<file path="config.mk">
export PLATFORM = sky130hd
export DESIGN_NAME = exu_lsu
export DESIGN_NICKNAME = d
export VERILOG_FILES = /design/src/rtl/exu_lsu_pkg.sv /design/src/rtl/exu_lsu_align.sv /design/src/rtl/exu_lsu.sv
export SDC_FILE = /design/constraint.sdc
export NUM_CORES = 1
export LEC_CHECK = 0
export CELL_PAD_IN_SITES_DETAIL_PLACEMENT = 1
export CELL_PAD_IN_SITES_GLOBAL_PLACEMENT = 1
export CORE_UTILIZATION = 30
export DETAILED_ROUTE_END_ITERATION = 6
export MAX_ROUTING_LAYER = met4
export PLACE_DENSITY_LB_ADDON = 0.25
export SKIP_LAST_GASP = 1
export SYNTH_ARGS = -nofsm -noshare
export SYNTH_HDL_FRONTEND = slang
export SYNTH_SLANG_ARGS = --single-unit
</file>
<file path="constraint.sdc">
create_clock -name clk -period 2.4 [get_ports clk]
set_clock_uncertainty 0.05 [all_clocks]
set_input_delay 0.24 -clock clk [delete_from_list [all_inputs] [get_ports clk]]
set_output_delay 0.24 -clock clk [all_outputs]
set_load 0.01 [all_outputs]
</file>
<file path="src/rtl/exu_lsu_pkg.sv">
// exu_lsu_pkg: shared constants for the load/store unit.
//   - decoded op codes (inst_num encoding) for the memory ops
//   - FSM state encodings (legacy-compatible 3-bit constants)
//   - byte-lane mask seeds for byte/half/word stores
//   - helpers that classify ops and detect misaligned accesses
package exu_lsu_pkg;

   localparam int unsigned INST_NUM_WIDTH = 6;

   localparam logic [INST_NUM_WIDTH-1:0] OP_LH  = 6'd10;
   localparam logic [INST_NUM_WIDTH-1:0] OP_LW  = 6'd11;
   localparam logic [INST_NUM_WIDTH-1:0] OP_LBU = 6'd12;
   localparam logic [INST_NUM_WIDTH-1:0] OP_LHU = 6'd13;
   localparam logic [INST_NUM_WIDTH-1:0] OP_SB  = 6'd14;
   localparam logic [INST_NUM_WIDTH-1:0] OP_SH  = 6'd15;
   localparam logic [INST_NUM_WIDTH-1:0] OP_SW  = 6'd16;

   localparam logic [2:0] LSU_IDLE = 3'd0;
   localparam logic [2:0] LSU_CHK  = 3'd1;
   localparam logic [2:0] LSU_REQ  = 3'd2;
   localparam logic [2:0] LSU_WAIT = 3'd3;
   localparam logic [2:0] LSU_DONE = 3'd4;

   localparam logic [3:0] LSU_MASK_B = 4'b0001;
   localparam logic [3:0] LSU_MASK_H = 4'b0011;
   localparam logic [3:0] LSU_MASK_W = 4'b1111;

   function automatic logic is_load(input logic [INST_NUM_WIDTH-1:0] op);
      return (op == OP_LH) || (op == OP_LW) || (op == OP_LBU) || (op == OP_LHU);
   endfunction

   function automatic logic is_store(input logic [INST_NUM_WIDTH-1:0] op);
      return (op == OP_SB) || (op == OP_SH) || (op == OP_SW);
   endfunction

   // Byte accesses can never be misaligned; halves need an even address,
   // words need a 4-byte aligned address.
   function automatic logic is_misaligned(input logic [INST_NUM_WIDTH-1:0] op,
                                          input logic [1:0] off);
      logic half, word;
      half = (op == OP_LH) || (op == OP_LHU) || (op == OP_SH);
      word = (op == OP_LW) || (op == OP_SW);
      return (half && off[0]) || (word && (off != 2'b00));
   endfunction

endpackage

</file>
<file path="src/rtl/exu_lsu_align.sv">
// exu_lsu_align: combinational byte-lane steering for the LSU.
//   op_i     decoded op
//   off_i    byte offset within the word (addr[1:0])
//   src2_i   right-aligned store data
//   rdata_i  full read word from memory
//   wmask_o  byte strobes for stores (0 for loads / non-memory ops)
//   wdata_o  store data replicated across the lane(s)
//   rdata_o  load data shifted to bit 0, upper bits zero (not extended)
module exu_lsu_align
   import exu_lsu_pkg::*;
(
   input  logic [INST_NUM_WIDTH-1:0] op_i,
   input  logic [1:0]                off_i,
   input  logic [31:0]               src2_i,
   input  logic [31:0]               rdata_i,
   output logic [3:0]                wmask_o,
   output logic [31:0]               wdata_o,
   output logic [31:0]               rdata_o
);

   logic [31:0] shifted;

   always_comb begin
      wmask_o = '0;
      wdata_o = '0;
      rdata_o = '0;
      shifted = rdata_i >> {off_i, 3'b000};
      case (op_i)
         OP_SB: begin
            wmask_o = LSU_MASK_B << off_i;
            wdata_o = {4{src2_i[7:0]}};
         end
         OP_SH: begin
            wmask_o = LSU_MASK_H << off_i;
            wdata_o = {2{src2_i[15:0]}};
         end
         OP_SW: begin
            wmask_o = LSU_MASK_W;
            wdata_o = src2_i;
         end
         OP_LBU:       rdata_o = {24'h0, shifted[7:0]};
         OP_LH, OP_LHU: rdata_o = {16'h0, shifted[15:0]};
         OP_LW:        rdata_o = shifted;
         default: ;
      endcase
   end

endmodule

</file>
<file path="src/rtl/exu_lsu.sv">
// exu_lsu: load/store unit between execute and the data memory port.
// One memory op per start pulse; a single valid/ready request is issued,
// then the unit waits for a 1-cycle response and pulses lsu_done.
//   clk, rst        clock, synchronous active-high reset
//   start           launch strobe, only honoured in IDLE
//   inst_num        decoded op
//   alu_result      effective byte address
//   src2            right-aligned store data
//   mem_req_*       request port (valid/ready, wen, word addr, wdata, wmask)
//   mem_rsp_*       1-cycle response / write ack and read word
//   mem_r           right-aligned load data, held until the next load
//   lsu_busy        high whenever not IDLE
//   lsu_done        1-cycle completion pulse
//   lsu_misalign    qualifies lsu_done: access was dropped as misaligned
module exu_lsu
   import exu_lsu_pkg::*;
#(
   parameter int unsigned ADDR_WIDTH = 32,
   parameter int unsigned DATA_WIDTH = 32
)(
   input  logic                      clk,
   input  logic                      rst,
   input  logic                      start,
   input  logic [INST_NUM_WIDTH-1:0] inst_num,
   input  logic [ADDR_WIDTH-1:0]     alu_result,
   input  logic [DATA_WIDTH-1:0]     src2,
   output logic                      mem_req_valid,
   input  logic                      mem_req_ready,
   output logic                      mem_req_wen,
   output logic [ADDR_WIDTH-1:0]     mem_req_addr,
   output logic [DATA_WIDTH-1:0]     mem_req_wdata,
   output logic [3:0]                mem_req_wmask,
   input  logic                      mem_rsp_valid,
   input  logic [DATA_WIDTH-1:0]     mem_rsp_rdata,
   output logic [DATA_WIDTH-1:0]     mem_r,
   output logic                      lsu_busy,
   output logic                      lsu_done,
   output logic                      lsu_misalign
);

   logic [2:0]                state_q, state_d;
   logic [INST_NUM_WIDTH-1:0] op_q;
   logic [ADDR_WIDTH-1:0]     addr_q;
   logic [DATA_WIDTH-1:0]     src2_q;
   logic                      misalign_q;
   logic [DATA_WIDTH-1:0]     mem_r_q;

   logic [3:0]            al_wmask;
   logic [DATA_WIDTH-1:0] al_wdata;
   logic [DATA_WIDTH-1:0] al_rdata;
   logic                  mis_w;
   logic                  in_req;

   exu_lsu_align u_align (
      .op_i    (op_q),
      .off_i   (addr_q[1:0]),
      .src2_i  (src2_q),
      .rdata_i (mem_rsp_rdata),
      .wmask_o (al_wmask),
      .wdata_o (al_wdata),
      .rdata_o (al_rdata)
   );

   assign mis_w = is_misaligned(op_q, addr_q[1:0]);

   always_comb begin
      state_d = state_q;
      case (state_q)
         LSU_IDLE: if (start) state_d = LSU_CHK;
         LSU_CHK: begin
            if (mis_w || !(is_load(op_q) || is_store(op_q))) state_d = LSU_DONE;
            else                                             state_d = LSU_REQ;
         end
         LSU_REQ:  if (mem_req_ready) state_d = LSU_WAIT;
         LSU_WAIT: if (mem_rsp_valid) state_d = LSU_DONE;
         LSU_DONE: state_d = LSU_IDLE;
         default:  state_d = LSU_IDLE;
      endcase
   end

   always_ff @(posedge clk) begin
      if (rst) begin
         state_q    <= LSU_IDLE;
         op_q       <= '0;
         addr_q     <= '0;
         src2_q     <= '0;
         misalign_q <= 1'b0;
         mem_r_q    <= '0;
      end else begin
         state_q <= state_d;
         if (state_q == LSU_IDLE && start) begin
            op_q   <= inst_num;
            addr_q <= alu_result;
            src2_q <= src2;
         end
         if (state_q == LSU_CHK) misalign_q <= mis_w;
         if (state_q == LSU_WAIT && mem_rsp_valid && is_load(op_q)) mem_r_q <= al_rdata;
      end
   end

   // Request fields come straight from the latched operands, so they are
   // stable for the whole REQ state; they read as zero outside it.
   assign in_req        = (state_q == LSU_REQ);
   assign mem_req_valid = in_req;
   assign mem_req_wen   = in_req && is_store(op_q);
   assign mem_req_addr  = in_req ? {addr_q[ADDR_WIDTH-1:2], 2'b00} : '0;
   assign mem_req_wdata = in_req ? al_wdata : '0;
   assign mem_req_wmask = in_req ? al_wmask : '0;

   assign mem_r        = mem_r_q;
   assign lsu_busy     = (state_q != LSU_IDLE);
   assign lsu_done     = (state_q == LSU_DONE);
   assign lsu_misalign = (state_q == LSU_DONE) && misalign_q;

endmodule
</file>
==> impl_results.md <==
- Path category of the worst min-delay check: in2reg
- Initial standard-cell utilization of the core: 0.307
- Post-route cell area: 0.00776 mm2
- Via count of the first global-routing pass: 5557
- Data required time of the critical path: 2.11 ns
- Cell with the most instances after synthesis: sky130_fd_sc_hd__nand2_1
- Critical R2R Launch: op_q[3]
- Row Count: 47
- Core region area: 0.0166 mm2
- Clock net sink count: 106
- Detailed-route wire length per cell: 17.5 um
- Synth-to-layout area growth: 51.7%
- Number of ports placed on the die boundary: 212
- Final HPWL DP: 13300 um
- Synthesized area per cell: 8.03 um2
- Die footprint: 0.0176 mm2
- Fillers: 1985
- Startpoint of the worst hold path: rst
- Predominant post-synthesis flop cell: sky130_fd_sc_hd__dfxtp_1
- Global-route usage over all layers: 0.219
- Largest area contributor in the netlist: sky130_fd_sc_hd__dfxtp_1
- Combinational family with the most area after synthesis: simple AND/OR/NAND/NOR gates
- Hold-fix buffers at CTS: 0
- Final number of setup-violating endpoints: 0
- Clk_lat worst skew: 0.35 ns
- Vertical die dimension: 133 um
- Total count of hold-check failures in the final report: 0
- Library cell used as clock root buffer: sky130_fd_sc_hd__clkbuf_16
- Post-synthesis compound-gate area fraction: 0.170
- Final nets: 942
- DRC viols: 0
- Launching element type of the critical path: flip-flop
- Library cells used by synthesis: 47
- Share of the cycle needed by the critical path after routing: 0.951
- Number of max-slew violations in the final report: 0
- Origin of the worst setup path: op_q[4]
- Clock-pin slew reported for the worst setup and hold paths after clock tree synthesis: 0.07 ns
- Flops & latches, synth: 106
- Number of optimization iterations in the first detailed-route pass: 4
- Leak: 3.00 nW
- Multiplexer area fraction after synthesis: 0.102
- Placed cell areas: 0.00748 mm2
- Adder-cell share of the synthesized area: 0
- Sequential cell area: 0.00212 mm2
- Share of final-layout standard cells stronger than drive strength 1: 0.154
- Ys async rst share: 0
- Placer congestion estimate: 0.831
- Data arrival, critical path: 1.99 ns
- Global-route wire length before repair: 29700 um
- Measured slew at the worst slew-check pin: 0.681 ns
- Iter 0 DRT Violations: 173
- Number of buffers created by CTS: 9
- Multi-input combinational cell area: 0.00277 mm2
- Status: complete, no violations
- WL final: 18600 um
- Highest net fanout along the worst path: 6
- Maximum ir drop on the vdd rail: 0.371 mV
- PD cells: 574 mW/mm2
- Maxcap violations: 0
- Aggregate negative setup slack: 0 ns
- Commonest cells post-synth: sky130_fd_sc_hd__nand2_1 (169), sky130_fd_sc_hd__dfxtp_1 (106), sky130_fd_sc_hd__a21oi_1 (89)
- Ratio of routed vias to standard cells: 4.99
- Clock tree from TritonCTS: built
- Post-DRT Antenna Nets: 0
- Top area cells in the synthesized netlist: sky130_fd_sc_hd__dfxtp_1 (41%), sky130_fd_sc_hd__nand2_1 (12%), sky130_fd_sc_hd__a21oi_1 (8.7%)
- Seq/Total Area, Yosys: 0.415
- Crit. End Element: output port
- Yosys top cell area share: 0.415
- Fraction of the mapped netlist area in simple logic gates: 0.258
- H-tree lvl count: 3
- Pin count of the biggest net entering global routing: 61
- Worst Path Class, Setup: reg2out
- Maximum clock frequency: 0.438 GHz
- Worst relative slew slack: 0.546
- Number of standard cells after synthesis: 637
- Minimum clock period: 2.28 ns
- Post-synthesis cell area: 0.00511 mm2
- Post-synth EDFFs: 0
- Die W: 133 um
- Xor/xnor cell area share of the yosys netlist: 0.00171
- Global-route congestion overflow total: 0
- Max Root-Sink Buffers: 2
- Number of buffer cells added on primary ports: 209
- Number of antenna violations at the first check in global routing: 1
- Yosys warns: 0
- Count of vias placed by the detailed router: 5291
[logic make-up after synthesis]
| family | Yosys count |
|---|---|
| simple gates | 288 |
| buf+inv | 59 |
| compound gates | 142 |
| mux | 40 |
| other cells | 1 |
| xor+xnor | 1 |
| flops | 106 |
[critical path, stage by stage (launching register included)]
cell	delay [ns]
sky130_fd_sc_hd__dfxtp_2	0.34
sky130_fd_sc_hd__or3b_4	0.39
sky130_fd_sc_hd__nor4_4	0.14
sky130_fd_sc_hd__buf_4	0.18
sky130_fd_sc_hd__buf_12	0.11
sky130_fd_sc_hd__buf_6	0.12
sky130_fd_sc_hd__nand2_1	0.07
sky130_fd_sc_hd__a21oi_1	0.13
sky130_fd_sc_hd__buf_2	0.15
[layout make-up]
cell class	count	share of cell area
flip-flops and latches	106	0.274
clock inverters	6	0.0145
repair buffers	243	0.288
inverters	2	0.000967
well taps	220	0.0355
multi-input cells	473	0.357
diodes	1	0.000322
clock buffers	10	0.0295
[report_power, final]
| group | switching [mW] | leakage (nW) | internal, mW |
|---|---|---|---|
| clock | 0.696 | 0.167 | 1.03 |
| sequential | 0.0759 | 0.865 | 1.86 |
| combinational | 0.406 | 1.97 | 0.392 |
[placed cells by master, fill, tap and decap left out, drive strengths merged, types with 16 or more instances in the layout]
master | Yosys | layout
nor2 | 48 | 48
mux2 | 16 | 16
buf | 17 | 67
nand2 | 169 | 169
a22oi | 32 | 32
a21oi | 89 | 89
and3 | 30 | 30
dfxtp | 106 | 106
mux2i | 16 | 16
clkdlybuf4s50 | 0 | 171
[path summary, 6_finish.rpt]
path	slack, ns	endpoint	depth (start not counted)
worst max-delay path	0.12	mem_req_wdata[26]	8
worst min-delay path	0.36	mem_r[27]	2
worst max register to register	0.27	mem_r[26]	6
worst min register to register	0.41	addr_q[7]	2
[sequential cells by signal (all words and copies together) (netlist names)]
register / flops
addr_q: 32
src2_q: 32
mem_r: 32
misalign_q: 1
op_q: 6
state_q: 3
[metal layers]
layer	vias up	track usage	part of all wire
met5	-	-	0
met4	0	0.0805	0.023
met3	25	0.0441	0.055
met2	156	0.356	0.48
met1	2533	0.267	0.44
li1	2577	-	-
[metrics by stage]
| stage | setup WS, ns | power [mW] | std cells | utilization | hold slack (ns) |
|---|---|---|---|---|---|
| detailed placement | 0.0384 | 2.75 | 1040 | 0.450 | 0.397 |
| CTS | -0.0766 | 4.51 | 1060 | 0.466 | 0.365 |
| global placement | 0.0656 | 2.72 | 1040 | 0.450 | 0.388 |
| finish | 0.116 | 4.45 | 1061 | 0.466 | 0.363 |
| floorplan | 0.320 | 2.38 | 638 | - | 0.326 |
| global route | -0.00785 | 4.67 | 1061 | 0.466 | 0.385 |
[what timing repair did]
action,in CTS,in global routing
pin swaps,3,2
resized for setup,152,9
setup endpoints to repair,37,30
cloned,2,0
buffers inserted,2,0
Power figures use the tool's default switching activity.
